### config.mk
export PLATFORM = sky130hd
export DESIGN_NAME = activation_pwl_pipe
export DESIGN_NICKNAME = d
export VERILOG_FILES = /design/src/rtl/activation_pwl_pipe.sv
export SDC_FILE = /design/constraint.sdc
export NUM_CORES = 1
export LEC_CHECK = 0
export CAP_MARGIN = 30
export CORE_ASPECT_RATIO = 0.9
export CORE_MARGIN = 5
export CORE_UTILIZATION = 64
export CTS_CLUSTER_DIAMETER = 150
export DETAILED_ROUTE_END_ITERATION = 10
export PLACE_DENSITY = 0.95
export SLEW_MARGIN = 20
export SYNTH_ARGS = -nofsm -noshare
export SYNTH_HDL_FRONTEND = slang
export SYNTH_SLANG_ARGS = --single-unit
### constraint.sdc
create_clock -name clk -period 17.5 [get_ports clk]
set_input_delay 2.625 -clock clk [delete_from_list [all_inputs] [get_ports clk]]
set_output_delay 2.625 -clock clk [all_outputs]
set_load 0.005 [all_outputs]
### src/rtl/activation_pwl_pipe.sv
// activation_pwl_pipe: multi-lane 3-stage piecewise-linear sigmoid/tanh/relu/bypass unit with saturation counter
module activation_pwl_pipe #(
  parameter int INT_BIT = 7,
  parameter int FRAC_BIT = 8,
  parameter int LANES = 4,
  parameter int CNT_W = 16,
  localparam int IW = INT_BIT + FRAC_BIT + 1,
  localparam int OW = FRAC_BIT + 2
) (
  input  logic                  clk,
  input  logic                  rst,
  input  logic                  in_valid,
  output logic                  in_ready,
  input  logic [LANES*IW-1:0]   in_data,
  input  logic [1:0]            in_mode,
  input  logic                  in_last,
  output logic                  out_valid,
  input  logic                  out_ready,
  output logic [LANES*OW-1:0]   out_data,
  output logic                  out_last,
  input  logic                  sat_clr,
  output logic [CNT_W-1:0]      sat_cnt
);
  localparam int TW = IW + 2;
  localparam int YW = FRAC_BIT + 1;
  localparam logic [TW-1:0] T1 = TW'(1) << FRAC_BIT;
  localparam logic [TW-1:0] T2 = T1 << 1;
  localparam logic [TW-1:0] T4 = T1 << 2;
  localparam logic [TW-1:0] T8 = T1 << 3;
  localparam logic [YW-1:0] Y_HALF = YW'(1) << (FRAC_BIT - 1);
  localparam logic [YW-1:0] Y_5_8 = YW'(5) << (FRAC_BIT - 3);
  localparam logic [YW-1:0] Y_13_16 = YW'(13) << (FRAC_BIT - 4);
  localparam logic [YW-1:0] Y_7_8 = YW'(7) << (FRAC_BIT - 3);
  localparam logic [YW-1:0] Y_ONE = YW'(1) << FRAC_BIT;
  localparam logic [OW-1:0] O_ONE = OW'(1) << FRAC_BIT;
  localparam logic [OW-1:0] O_MAX = {1'b0, {(OW-1){1'b1}}};
  localparam logic [OW-1:0] O_MIN = {1'b1, {(OW-1){1'b0}}};
  localparam logic signed [IW-1:0] PMAX = IW'(2 ** (OW - 1) - 1);
  localparam logic signed [IW-1:0] NMIN = IW'(-(2 ** (OW - 1)));

  logic v1, v2, v3, ld1, ld2, ld3;
  logic [1:0] m1, m2;
  logic l1, l2, l3, s3_sat;
  logic [LANES-1:0] lane_sat;

  assign ld3 = !v3 || out_ready;
  assign ld2 = !v2 || ld3;
  assign ld1 = !v1 || ld2;
  assign in_ready = ld1 && !rst;
  assign out_valid = v3;
  assign out_last = l3;

  always_ff @(posedge clk) begin
    if (rst) begin
      v1 <= 1'b0;
      v2 <= 1'b0;
      v3 <= 1'b0;
    end else begin
      if (ld1) v1 <= in_valid;
      if (ld2) v2 <= v1;
      if (ld3) v3 <= v2;
    end
  end

  always_ff @(posedge clk) begin
    if (ld1) begin
      m1 <= in_mode;
      l1 <= in_last;
    end
    if (ld2) begin
      m2 <= m1;
      l2 <= l1;
    end
    if (ld3) begin
      l3 <= l2;
      s3_sat <= |lane_sat;
    end
  end

  // clear wins over a same-cycle increment; count sticks at all-ones
  always_ff @(posedge clk) begin
    if (rst || sat_clr) sat_cnt <= '0;
    else if (out_valid && out_ready && s3_sat && !(&sat_cnt)) sat_cnt <= sat_cnt + CNT_W'(1);
  end

  for (genvar k = 0; k < LANES; k++) begin : g_lane
    logic [IW-1:0] x0, x1, x2;
    logic [IW:0] a0;
    logic [TW-1:0] t0, t1;
    logic [2:0] sg0, sg1;
    logic n1, n2, top2, hi, lo;
    logic [YW-1:0] y1, y2;
    logic [OW-1:0] yo, sg_o, th_s, th_o, re_o, by_o, o, o3;
    assign x0 = in_data[k*IW +: IW];
    // one extra bit so the most-negative input does not wrap
    assign a0 = x0[IW-1] ? -{x0[IW-1], x0} : {1'b0, x0};
    assign t0 = in_mode == 2'd1 ? {a0, 1'b0} : {1'b0, a0};
    assign sg0 = t0 <= T1 ? 3'd0 : t0 <= T2 ? 3'd1 : t0 <= T4 ? 3'd2 : t0 <= T8 ? 3'd3 : 3'd4;
    assign y1 = sg1 == 3'd0 ? Y_HALF + YW'(t1 >> 2) :
                sg1 == 3'd1 ? Y_5_8 + YW'(t1 >> 3) :
                sg1 == 3'd2 ? Y_13_16 + YW'(t1 >> 5) :
                sg1 == 3'd3 ? Y_7_8 + YW'(t1 >> 6) : Y_ONE;
    assign yo = {1'b0, y2};
    assign sg_o = n2 ? O_ONE - yo : yo;
    assign th_s = (yo << 1) - O_ONE;
    assign th_o = n2 ? -th_s : th_s;
    assign hi = $signed(x2) > PMAX;
    assign lo = $signed(x2) < NMIN;
    assign re_o = n2 ? '0 : hi ? O_MAX : x2[OW-1:0];
    assign by_o = hi ? O_MAX : lo ? O_MIN : x2[OW-1:0];
    assign o = m2 == 2'd0 ? sg_o : m2 == 2'd1 ? th_o : m2 == 2'd2 ? re_o : by_o;
    assign lane_sat[k] = m2[1] ? (hi || (m2[0] && lo)) : top2;
    assign out_data[k*OW +: OW] = o3;
    always_ff @(posedge clk) begin
      if (ld1) begin
        x1 <= x0;
        t1 <= t0;
        sg1 <= sg0;
        n1 <= x0[IW-1];
      end
      if (ld2) begin
        x2 <= x1;
        y2 <= y1;
        n2 <= n1;
        top2 <= sg1 == 3'd4;
      end
      if (ld3) o3 <= o;
    end
  end
endmodule

# Yosys cells after proc, flatten, opt, wreduce, memory -nomap -nowiden
# Cells that the tools add are included.
# word_totals
ff_bits	315
in_bits	72
output_inout_bits	59
elab_cells	242
# classes
add_sub_neg	33
order_cmp	24
n_eq_ne	19
muxes	76
n_reduce_logical	36
# ops
cell	n
$mux W10	36
$add A8 B9 Y9 const A	16
$mux W9	16
$le A18 B10 Y1 const B	4
$le A18 B11 Y1 const B	4
$le A18 B12 Y1 const B	4
$le A18 B9 Y1 const B	4
$mux W18	4
$mux W17	4
$neg A17 Y17	4
$gt A16 B10 Y1 const B	4
$lt A16 B10 Y1 const B	4
$neg A10 Y10	4
$sub A10 B9 Y10 const B	4
$sub A9 B9 Y10 const A	4
$eq A3 B2 Y1 const B	8
$add A16 B1 Y16 const B	1
$reduce_and A16 Y1	1
$eq A3 B1 Y1 const B	4
$eq A3 B3 Y1 const B	4
$logic_not A3 Y1	4
$mux W3	4
$reduce_or A3 Y1	4
$logic_and A1 B1 Y1	8
other kinds (9)	34

# Logic depth before layout (Yosys ltp)
# depth
depth_word	7
mapped_depth	11
ltp_nobuf	11

# Least setup slack after synthesis
# Ideal clock, no wire load.
# synth_path
kind	input to register
startpoint	in out_ready
endpoint	reg g_lane[0].sg1[0] (enable)
setup_time_ps	1468
arrival_time_ps	5861
t_required_ps	16032
setup_slack_ps	10172
path_stages	2
cell_sequence	nor2b_1 -> nand3_1
# synth_between
elab_chain_len	3
# synth_lines
item	line_no	source
start, declared	18	input logic out_ready,
$logic_or A1 B1 Y1	46	assign ld3 = !v3 || out_ready;
$logic_or A1 B1 Y1	47	assign ld2 = !v2 || ld3;
$logic_or A1 B1 Y1	48	assign ld1 = !v1 || ld2;
end signal, assigned	118	sg1 <= sg0;
end, declared	90	logic [2:0] sg0, sg1;
# Every way passes these cells.
# A chain may end at the register's enable or synchronous reset.

# Final worst setup path
# layout_path
startpoint	in out_ready
endpoint	out in_ready
# layout_between
elab_chain_len	4
# layout_lines
item	line_no	source
$logic_or A1 B1 Y1	46	
$logic_or A1 B1 Y1	47	
$logic_or A1 B1 Y1	48	
$logic_and A1 B1 Y1	49	assign in_ready = ld1 && !rst;
end, declared	13	output logic in_ready,
# Every way passes these cells.

==> impl_metrics.ini <==
[logic_synthesis]
synth-seq-area-share_pct = 53.8
synth-simple-area-share_pct = 14.0
synthAdderAreaFrac_pct = 2.53
ys.flop_type = edfxtp_1
synth.distinct_cells = 78
synth_compound_area_share_pct = 14.3
ys_ff_latch = 299
yosysWarningCount = 0
syn_area_um2 = 16300
synth-edff-count = 280
async_flop_share_pct = 0
synthCells = 1453
synth_nets = 1558
synthXorXnorAreaFrac_pct = 5.89
synth_top_family_by_area = compound AO/OA/AOI/OAI gates
synth_area_per_cell_um2 = 11.2
synthMuxAreaShare_pct = 5.75

[power]
power.density_nw_per_um2 = 92.1
p_leak_nw = 6.83
comb_power_share_pct = 14.8
power_frac_seq_pct = 50.3
p_sw_share_pct = 25.2
p_clk_share_pct = 34.9
p_int_w = 0.00130
switchingPower_w = 0.000437
irDropWorstVdd_uv = 74.0

[global_route]
overflow = 0
grt_pass1_vias = 11900
antenna_found_initial = 1
grt_pass1_wl_mm = 60.6
grt_max_degree = 86
grt_usage_pct = 25.8

[setup_path]
crit_type = in -> out
crit_path_start_kind = input port
slowest_stage = nor2b_1
critical_path_arrival_ns = 4.24
path_delay_family = buffers and inverters
crit_path_frequent_cell = clkdlybuf4s50_1
worstSetupEndpointType = primary output
critPathMaxFanout = 6
cp.buffers_inverters = 2
cpPeakStageDelay_ns = 0.54
worstPathCellList = clkdlybuf4s50_1 > nor2b_1 > a31oi_1 > clkdlybuf4s50_1
crit_required_ns = 14.88

[sta]
fin_crit_ns = 6.87
finalSetupViolCount = 0
fin_tns_setup_ns = 0
finClkSkew_ns = 0.0126
slew_headroom_pct = 37.0
tightestPinTransition_ns = 0.943
rsz0062_at_grt = false
fmax_ghz = 0.146
setup_ws_ns = 10.63
drv_slew = 0
fin_crit_sh_pct = 39.2
hold_viol_final = 0

[cts]
clk_pin_slew_ns = 0.06
cts_buffers = 30
h-tree-depth = 1
cts_tree = yes
cts_sinks = 299
ctsHoldBuffers = 0
cts_root_buf = clkbuf_16
ctsResizeCount = 0
cts_setup_buffers = 0
clk-insertion-delay-late_ns = 0.55
cts.path.max_buffers = 3

[drt]
dr.pass1.iters = 6
drt_iter0_drc = 1449
wl_mm = 37.6
avgRoutedWirePerCell_um = 19.6
drtAntennaViolNets = 0
drcViolationCount = 0
via_per_inst = 6.40
vias = 12300

[cells_and_area]
drive_above_1_share_pct = 7.75
final_cells = 1917
fin_nets = 1656
area_growth_pct = 15.2
fin_util_pct = 74.9
fillCellCount = 1558

[run]
drv_cap = 0

[place]
post-place-ws_ns = 10.64
dp.cells = 1856
place_hpwl_mm = 25.5
gp_congestion = 0.871
io_buffer_count = 130

[floorplan]
die_h_um = 162
io_pins = 131
die-area_um2 = 28800
num_rows = 55
die_w_um = 178
initial_core_util_pct = 65.0
core_area_um2 = 25100

[worst_hold_path]
min_path_type = reg -> reg

[outcome]
status = finished clean
-- cell type report --
type / instances / area, µm² / area share, %
diodes: 1 / 2.50 / 0.0133
clock buffers: 36 / 795 / 4.22
clock inverters: 19 / 138 / 0.732
inverters: 64 / 240 / 1.28
multi-input cells: 1013 / 6970 / 37.1
flip-flops and latches: 299 / 8790 / 46.7
well taps: 342 / 428 / 2.27
repair buffers: 143 / 1450 / 7.69
-- cells in the final DEF, fill, tap and decap left out, types with 8 or more instances in the layout --
| master | n |
|---|---|
| clkdlybuf4s50_1 | 130 |
| nor3b_1 | 8 |
| o32ai_1 | 10 |
| mux4_2 | 24 |
| clkbuf_16 | 31 |
| nand2b_1 | 21 |
| dfxtp_1 | 19 |
| a21oi_1 | 116 |
| clkinv_2 | 8 |
| a211oi_1 | 32 |
| inv_1 | 63 |
| nand4_1 | 14 |
| edfxtp_1 | 280 |
| and3_1 | 9 |
| xnor2_1 | 57 |
| nor2_1 | 121 |
| mux2i_1 | 33 |
| o22ai_1 | 23 |
| or3_1 | 10 |
| o31ai_1 | 19 |
| o21ai_0 | 64 |
| or4_1 | 11 |
| xor2_1 | 51 |
| ha_1 | 33 |
| nor4_1 | 15 |
| a31oi_1 | 20 |
| nor3_1 | 33 |
| nand3b_1 | 8 |
| and2_1 | 8 |
| nand3_1 | 25 |
| nor2b_1 | 38 |
| nand2_1 | 89 |
-- cell families after synthesis --
family,count (synthesis)
fa+ha+maj,33
buf+inv,141
flops,299
simple gates,445
xor+xnor,109
mux,63
compound gates,363
-- worst paths after layout --
kind / startpoint / to / slack [ns] / cells after the start
min reg2reg: g_lane[2].x1[13]$_DFFE_PN_ / g_lane[2].x2[13]$_DFFE_PP_ / 0.42 / 0
max: out_ready / in_ready / 10.63 / 4
max reg2reg: m2[0]$_DFFE_PP_ / g_lane[1].o3[2]$_DFFE_PP_ / 14.04 / 8
min: g_lane[2].x1[13]$_DFFE_PN_ / g_lane[2].x2[13]$_DFFE_PP_ / 0.42 / 0
-- cell usage after synthesis, types with 5 or more instances --
library cell	n	area (µm²)
a31oi_1	20	125
buf_1	15	56.3
nand2_1	90	338
o22ai_1	23	144
edfxtp_1	280	8410
nand2b_1	22	138
mux2_2	6	67.6
nor2b_1	39	244
inv_1	64	240
a21o_1	5	37.5
or3_1	10	62.6
nand3b_1	8	60.1
and2_1	8	50.1
a21oi_1	116	581
nand3_1	26	130
o21ai_0	64	320
or3b_2	5	43.8
clkbuf_1	52	195
or2_2	7	43.8
nor3_1	33	165
clkbuf_8	5	68.8
ha_1	33	413
o31ai_1	19	143
mux2i_1	33	330
o32ai_1	10	87.6
xnor2_1	57	499
o41ai_1	7	61.3
o31a_1	5	43.8
o211ai_1	6	45.0
nor4_1	15	93.8
nor3b_1	8	60.1
nor2_1	121	454
or4_1	11	82.6
xor2_1	51	447
dfxtp_1	19	380
a211oi_1	32	240
nand4_1	14	87.6
and3_1	9	56.3
mux4_2	24	541
-- registers in the layout, summed over array words and instances, names as in the netlist, 2 cells and up --
name / count
g_lane.x1: 64
g_lane.x2: 64
g_lane.t1: 52
g_lane.o3: 40
g_lane.y2: 36
sat_cnt: 16
g_lane.sg1: 12
g_lane.top2: 4
m1: 2
m2: 2
-- power by group through the flow --
stage                     Combinational, W  Sequential (W)  Clock (W)
after floorplan                   0.000167        0.000871          0
after global placement            0.000233        0.000881          0
after detailed placement          0.000248        0.000886          0
after CTS                         0.000253        0.000872   0.000610
after global routing              0.000280        0.000878   0.000643
final                             0.000256        0.000872   0.000605
-- routing by layer --
layer | global-route usage (%) | routed length, µm | vias up
met5 | 0 | 0 | -
met4 | 9.52 | 1370 | 0
met3 | 3.70 | 3120 | 105
met2 | 43.8 | 18700 | 638
met1 | 33.9 | 14400 | 5839
li1 | - | - | 5695
-- stage by stage --
step	area, µm²	power (W)	hold slack [ns]
floorplan	16300	0.00104	0.400
CTS	18700	0.00173	0.418
finish	18800	0.00173	0.416
detailed placement	17800	0.00113	0.405
global placement	17800	0.00111	0.402
global route	18800	0.00180	0.424
No activity file was read; power rests on OpenSTA's default activity.
